--- src/rtl/exec_pkg.sv ---
// Shared types and opcode constants for the execute-stage controller.
// The bundle structs are sized by EXEC_XLEN; exec_ctrl's XLEN parameter must match it.
package exec_pkg;

  localparam int EXEC_XLEN = 32;

  localparam logic [6:0] OPC_JAL    = 7'b1101111;
  localparam logic [6:0] OPC_JALR   = 7'b1100111;
  localparam logic [6:0] OPC_BRANCH = 7'b1100011;
  localparam logic [6:0] OPC_SYSTEM = 7'b1110011;
  localparam logic [6:0] OPC_STORE  = 7'b0100011;

  typedef struct packed {
    logic [31:0]          instr;
    logic [EXEC_XLEN-1:0] pc;
    logic [EXEC_XLEN-1:0] rs1;
    logic [EXEC_XLEN-1:0] rs2;
    logic [EXEC_XLEN-1:0] imm;
    logic [4:0]           rd;
  } ex_bundle_t;

  typedef struct packed {
    logic [31:0]          instr;
    logic [EXEC_XLEN-1:0] pc;
    logic [EXEC_XLEN-1:0] result;
    logic [EXEC_XLEN-1:0] store_data;
    logic [4:0]           rd;
  } mem_bundle_t;

  typedef enum logic {
    RUN  = 1'b0,
    HALT = 1'b1
  } exec_state_e;

  function automatic logic is_jump(input logic [6:0] opc);
    return (opc == OPC_JAL) || (opc == OPC_JALR);
  endfunction

endpackage

--- src/rtl/exec_redirect.sv ---
// Combinational redirect qualifier: decides whether the advancing instruction
// redirects fetch and computes the target. Only JAL/JALR/BRANCH can redirect,
// so a stray branch_taken on any other opcode (e.g. AUIPC) is masked off.
module exec_redirect
  import exec_pkg::*;
#(
  parameter int XLEN = 32
) (
  input  logic            i_advance,
  input  logic [6:0]      i_opcode,
  input  logic            i_branch_taken,
  input  logic [XLEN-1:0] i_result,
  output logic            o_flush,
  output logic [XLEN-1:0] o_target
);

  logic w_jalr;

  // flush qualification and target; target is forced to zero when not redirecting
  always_comb begin
    w_jalr   = (i_opcode == OPC_JALR);
    o_flush  = i_advance & (is_jump(i_opcode) |
                            ((i_opcode == OPC_BRANCH) & i_branch_taken));
    o_target = '0;
    if (o_flush) begin
      o_target = w_jalr ? {i_result[XLEN-1:1], 1'b0} : i_result;
    end
  end

endmodule

--- src/rtl/exec_ctrl.sv ---
// Execute-stage controller: owns ID/EX and EX/MEM registers, handshakes,
// redirect/flush generation, link substitution and ECALL/EBREAK halt.
// Optional macro EXEC_CTRL_PERF_EN adds retired/redirect performance counters.
//
// state | meaning
// RUN   | normal flow, ID/EX advances into EX/MEM when downstream allows
// HALT  | ECALL/EBREAK retired, intake blocked until resume_i
module exec_ctrl
  import exec_pkg::*;
#(
  parameter int XLEN          = 32,
  parameter int RESUME_PC_INC = 4
) (
  input  logic            clk,
  input  logic            rstn_i,
  input  logic            id_valid_i,
  output logic            id_ready_o,
  input  logic [31:0]     id_instr_i,
  input  logic [XLEN-1:0] id_pc_i,
  input  logic [XLEN-1:0] id_rs1_i,
  input  logic [XLEN-1:0] id_rs2_i,
  input  logic [XLEN-1:0] id_imm_i,
  input  logic [4:0]      id_rd_i,
  output logic [31:0]     ex_instr_o,
  output logic [XLEN-1:0] ex_pc_o,
  output logic [XLEN-1:0] ex_rs1_o,
  output logic [XLEN-1:0] ex_rs2_o,
  output logic [XLEN-1:0] ex_imm_o,
  input  logic [XLEN-1:0] ex_result_i,
  input  logic            ex_branch_taken_i,
  output logic            mem_valid_o,
  input  logic            mem_ready_i,
  output logic [31:0]     mem_instr_o,
  output logic [XLEN-1:0] mem_pc_o,
  output logic [XLEN-1:0] mem_result_o,
  output logic [XLEN-1:0] mem_store_data_o,
  output logic [4:0]      mem_rd_o,
  output logic            flush_o,
  output logic [XLEN-1:0] branch_target_o,
  output logic            halted_o,
  input  logic            resume_i
`ifdef EXEC_CTRL_PERF_EN
  ,
  output logic [31:0]     perf_retired_o,
  output logic [31:0]     perf_redirect_o
`endif
);

  exec_state_e r_state;
  exec_state_e w_state_nxt;
  ex_bundle_t  r_ex;
  logic        r_ex_v;
  mem_bundle_t r_mem;
  mem_bundle_t w_mem_nxt;
  logic        r_mem_v;
  logic [6:0]  w_opcode;
  logic [2:0]  w_funct3;
  logic        w_advance;
  logic        w_flush;
  logic        w_halt_req;
  logic        w_accept;

  assign w_opcode  = r_ex.instr[6:0];
  assign w_funct3  = r_ex.instr[14:12];
  assign w_advance = r_ex_v & (r_state == RUN) & (~r_mem_v | mem_ready_i);

  exec_redirect #(.XLEN(XLEN)) u_redirect (
    .i_advance      (w_advance),
    .i_opcode       (w_opcode),
    .i_branch_taken (ex_branch_taken_i),
    .i_result       (ex_result_i),
    .o_flush        (w_flush),
    .o_target       (branch_target_o)
  );

  assign flush_o = w_flush;

  // FSM state register
  always_ff @(posedge clk or negedge rstn_i) begin
    if (!rstn_i) r_state <= RUN;
    else         r_state <= w_state_nxt;
  end

  // next state and intake handshake; intake is closed in the cycle a halting
  // instruction advances so nothing is left stranded in ID/EX during HALT
  always_comb begin
    w_state_nxt = r_state;
    w_halt_req  = 1'b0;
    id_ready_o  = 1'b0;
    halted_o    = 1'b0;
    case (r_state)
      RUN: begin
        w_halt_req = w_advance & (w_opcode == OPC_SYSTEM) & (w_funct3 == 3'b000);
        id_ready_o = (~r_ex_v | w_advance) & ~w_halt_req;
        if (w_halt_req) w_state_nxt = HALT;
      end
      HALT: begin
        halted_o = 1'b1;
        if (resume_i) w_state_nxt = RUN;
      end
      default: w_state_nxt = RUN;
    endcase
  end

  // a bundle accepted while the stage redirects is wrong-path and is dropped
  assign w_accept = id_valid_i & id_ready_o & ~w_flush;

  // ID/EX register
  always_ff @(posedge clk or negedge rstn_i) begin
    if (!rstn_i) begin
      r_ex   <= '0;
      r_ex_v <= 1'b0;
    end else if (w_accept) begin
      r_ex   <= '{instr: id_instr_i, pc: id_pc_i, rs1: id_rs1_i,
                  rs2: id_rs2_i, imm: id_imm_i, rd: id_rd_i};
      r_ex_v <= 1'b1;
    end else if (w_advance) begin
      r_ex_v <= 1'b0;
    end
  end

  // EX/MEM payload: jumps write the link value; store data is zeroed for
  // non-stores so the memory stage never sees stale operands on the bus
  always_comb begin
    w_mem_nxt            = '0;
    w_mem_nxt.instr      = r_ex.instr;
    w_mem_nxt.pc         = r_ex.pc;
    w_mem_nxt.result     = is_jump(w_opcode) ? (r_ex.pc + EXEC_XLEN'(RESUME_PC_INC))
                                             : ex_result_i;
    w_mem_nxt.store_data = (w_opcode == OPC_STORE) ? r_ex.rs2 : '0;
    w_mem_nxt.rd         = r_ex.rd;
  end

  // EX/MEM register; fields only change on advance so they hold under backpressure
  always_ff @(posedge clk or negedge rstn_i) begin
    if (!rstn_i) begin
      r_mem   <= '0;
      r_mem_v <= 1'b0;
    end else if (w_advance) begin
      r_mem   <= w_mem_nxt;
      r_mem_v <= 1'b1;
    end else if (r_mem_v & mem_ready_i) begin
      r_mem_v <= 1'b0;
    end
  end

  assign ex_instr_o       = r_ex.instr;
  assign ex_pc_o          = r_ex.pc;
  assign ex_rs1_o         = r_ex.rs1;
  assign ex_rs2_o         = r_ex.rs2;
  assign ex_imm_o         = r_ex.imm;
  assign mem_valid_o      = r_mem_v;
  assign mem_instr_o      = r_mem.instr;
  assign mem_pc_o         = r_mem.pc;
  assign mem_result_o     = r_mem.result;
  assign mem_store_data_o = r_mem.store_data;
  assign mem_rd_o         = r_mem.rd;

`ifdef EXEC_CTRL_PERF_EN
  logic [31:0] r_perf_retired;
  logic [31:0] r_perf_redirect;

  // free-running wrap-around event counters
  always_ff @(posedge clk or negedge rstn_i) begin
    if (!rstn_i) begin
      r_perf_retired  <= '0;
      r_perf_redirect <= '0;
    end else begin
      if (w_advance) r_perf_retired  <= r_perf_retired + 32'd1;
      if (w_flush)   r_perf_redirect <= r_perf_redirect + 32'd1;
    end
  end

  assign perf_retired_o  = r_perf_retired;
  assign perf_redirect_o = r_perf_redirect;
`endif

endmodule

--- config.mk ---
export PLATFORM = sky130hd
export DESIGN_NAME = exec_ctrl
export DESIGN_NICKNAME = d
export VERILOG_FILES = /design/src/rtl/exec_pkg.sv /design/src/rtl/exec_redirect.sv /design/src/rtl/exec_ctrl.sv
export SDC_FILE = /design/constraint.sdc
export NUM_CORES = 1
export LEC_CHECK = 0
export CAP_MARGIN = 20
export CELL_PAD_IN_SITES_DETAIL_PLACEMENT = 0
export CELL_PAD_IN_SITES_GLOBAL_PLACEMENT = 1
export CORE_AREA = 3 3 205 207
export CTS_CLUSTER_SIZE = 28
export DETAILED_ROUTE_END_ITERATION = 8
export DIE_AREA = 0 0 208 210
export GPL_TIMING_DRIVEN = 0
export PLACE_DENSITY_LB_ADDON = 0.08
export SLEW_MARGIN = 25
export SYNTH_ARGS = -nofsm -noshare
export SYNTH_HDL_FRONTEND = slang
export SYNTH_HIERARCHICAL = 1
export SYNTH_SLANG_ARGS = --single-unit
--- constraint.sdc ---
create_clock -name clk -period 3.5 [get_ports clk]
set_clock_uncertainty 0.1 [all_clocks]
set_input_delay 0.7 -clock clk [delete_from_list [all_inputs] [get_ports clk]]
set_output_delay 0.7 -clock clk [all_outputs]
set_load 0.02 [all_outputs]
==> out/qor.yml <==
coreArea_mm2: 0.0406
cts_buffer_depth: 3
final_cell_area_mm2: 0.0209
initial_core_util_pct: 33.9
dr.pass1.iters: 4
avgRoutedWirePerCell_um: 21.2
clk_latency_ns: 0.54
grt_pass1_vias: 11325
cp_slowest_stage_delay_ns: 0.45
power_density_mw_per_mm2: 994
required_ns: 2.70
cts_tree: "yes"
fin_nets: 1977
drive_above_1_share_pct: 19.6
vias: 10732
cts.clk_slew.worst_paths_ns: 0.05
gp_congestion: 0.792
r2r_cells: 11
maxSlewHeadroom_pct: 36.0
vias_per_cell: 4.60
start_kind: "primary input"
wirelength_mm: 49.5
place_area_mm2: 0.0198
grt_overflow_total: 0
area_delta_synth_final_pct: 52.5
ios: 532
arrival_ns: 2.59
hold_viol: 0
htreeDepth: 2
synth_top_area_share_pct: 54.9
yosysUniqueCellTypes: 44
maxCapViolations: 0
cts.sinks: 301
ff_latch_area_mm2: 0.00753
postSynth.asyncResetShare_pct: 100
finalWorstSetupSlack_ns: 0.108
cellLeakagePower_uw: 0.00921
dieArea_mm2: 0.0437
rsz0062_at_grt: "false"
status: "complete, no violations"
drt_iter0_markers: 504
die_w_um: 208
slowest_stage: "clkdlybuf4s50_1"
peakVddDrop_uv: 589
fp.dieH_um: 210
numCtsBuffers: 37
fin_crit_ns: 3.39
grt_usage_pct: 22.3
r2r_slack_ns: 0.63
crit_path_cell_trace: "clkdlybuf4s50_1 > nand2b_4 > nand2_8 > inv_4 > clkbuf_8 > clkbuf_16 > buf_4 > nand2_1 > nor3_2 > clkdlybuf4s15_2"
path_class: "primary input to output pin"
yosysSeqAreaShare_pct: 54.9
yosys.cell_count.top_type: "dfrtp_1"
drtAntennaViolNets: 0
worstMarginPinSlew_ns: 0.960
synth.net_count: 1405
antenna_found_initial: 4
place_ws_ns: -1.95
finalSetupViolations: 0
avgSynthCellArea_um2: 11.4
hp-class: "primary input to async pin"
end_kind: "output pin"
multi_input_area_mm2: 0.00462
synth_warnings: 6
synth_top_area_cell: "dfrtp_1"
nFillCells: 3746
syn-cell-area_mm2: 0.0137
netlist_instances: 1201
grt_pass1_wl_mm: 73.7
dp_hpwl_mm: 38.2
ys_ff_latch: 301
r2r_start: "r_state"
cp_max_fo: 15
drc: 0
synthFlopType: "dfrtp_1"
synth_top_cells_by_count: "301 x dfrtp_1, 265 x nand2_1, 165 x buf_4, 139 x mux2_1, 32 x a22o_1"
r2r-end: "ex_pc_o[24]"
synth_edf_count: 0
setup_tns_ns: 0
critPathTopFamily: "buffers and inverters"
rows: 74
yosys-top-cells-area: "dfrtp_1 55%, mux2_1 11%, buf_4 9.0%"
io_buffers: 531
ctsRootBufferMaster: "clkbuf_16"
grt_max_degree: 85
crit_buf_inv: 6
period_share_pct: 96.9
max_freq_ghz: 0.295
postCtsSetupBuffers: 0
finalMaxSlewViolations: 0
-- per-stage QoR --
| step | cells | utilization (%) | hold WS [ns] | total power (µW) |
|---|---|---|---|---|
| final | 2333 | 51.6 | 0.0304 | 20800 |
| after global routing | 2333 | 51.6 | 0.0593 | 22000 |
| after CTS | 2332 | 51.8 | 0.0378 | 21100 |
| after detailed placement | 2267 | 48.8 | 0.349 | 17200 |
| after global placement | 2264 | 48.6 | 0.346 | 17100 |
| after floorplan | 1201 | - | 0.304 | 12100 |
-- kinds of logic (layout without fill, tap and decap cells) --
kind of cell | after synthesis | count (layout) | share of synthesized area (%)
AO/OA/AOI/OAI | 98 | 98 | 4.98
XOR/XNOR | 25 | 25 | 1.59
adder cells (fa/ha/maj) | 1 | 1 | 0.0911
buffers and inverters | 226 | 825 | 11.7
flip-flops | 301 | 301 | 54.9
multiplexers | 165 | 165 | 13.5
other | 0 | 1 | 0
AND/OR/NAND/NOR | 385 | 385 | 13.2
-- cells in the final DEF, fill, tap and decap left out, drive strengths merged, types with 6 or more instances in the layout --
master	instances
clkdlybuf4s50	497
dfrtp	301
nand2	266
buf	205
mux2	165
clkbuf	105
nor3	34
a22o	32
nor2	28
a21oi	22
nand3	20
o21ai	18
xor2	15
o22ai	13
and3	12
xnor2	10
nand4	10
clkdlybuf4s15	6
-- worst max-delay path by stage --
| stage | startpoint | to | cells past startpoint |
|---|---|---|---|
| after floorplan | mem_ready_i | ex_imm_o[0] | 12 |
| after global placement | rstn_i | ex_rs1_o[30] | 1 |
| after detailed placement | mem_ready_i | branch_target_o[23] | 11 |
| after CTS | mem_ready_i | branch_target_o[5] | 10 |
| after global routing | mem_ready_i | branch_target_o[15] | 10 |
| final | mem_ready_i | branch_target_o[13] | 10 |
-- power by group --
group	switching, µW	internal (µW)	total, µW
sequential	1250	5070	6330
combinational	5360	5380	10700
clock	1510	2230	3740
-- repair_timing --
item | 4_1_cts | 5_1_grt
gates resized for setup | 100 | 31
gates cloned | 0 | 0
endpoints found under the setup margin | 200 | 17
hold buffers | 0 | 0
-- flip-flops by register name, summed over array words and instances, names as in the netlist --
register          flops
ex_imm_o             32
ex_instr_o           32
ex_pc_o              32
ex_rs1_o             32
ex_rs2_o             32
mem_instr_o          32
mem_pc_o             32
mem_rd_o              5
mem_result_o         32
mem_store_data_o     32
mem_valid_o           1
r_ex                  5
r_ex_v                1
r_state               1
-- metal layers --
layer | up-vias | wire [µm] | GRT usage (%)
met3 | 78 | 4080 | 8.17
met4 | 6 | 1230 | 5.98
li1 | 5041 | - | -
met5 | - | 46 | 0
met2 | 371 | 24000 | 37.6
met1 | 5236 | 20100 | 27.1
-- worst register-to-register path, delay by kind of cell, from the launching register on --
| family | cells | cell delay [ns] |
|---|---|---|
| flip-flops | 1 | 0.40 |
| AND/OR/NAND/NOR | 4 | 0.74 |
| AO/OA/AOI/OAI | 1 | 0.13 |
| buffers and inverters | 5 | 1.00 |
| multiplexers | 1 | 0.36 |
-- final cells by class --
type / instances / area share, %
Antenna cell: 1 / 0.0120
Timing Repair Buffer: 534 / 25.2
Clock inverter: 7 / 0.203
Multi-Input combinational cell: 674 / 22.1
Buffer: 222 / 7.82
Tap cell: 532 / 3.18
Sequential cell: 301 / 36.0
Inverter: 3 / 0.0657
Clock buffer: 59 / 5.45
(Power assumes the default switching activity.)
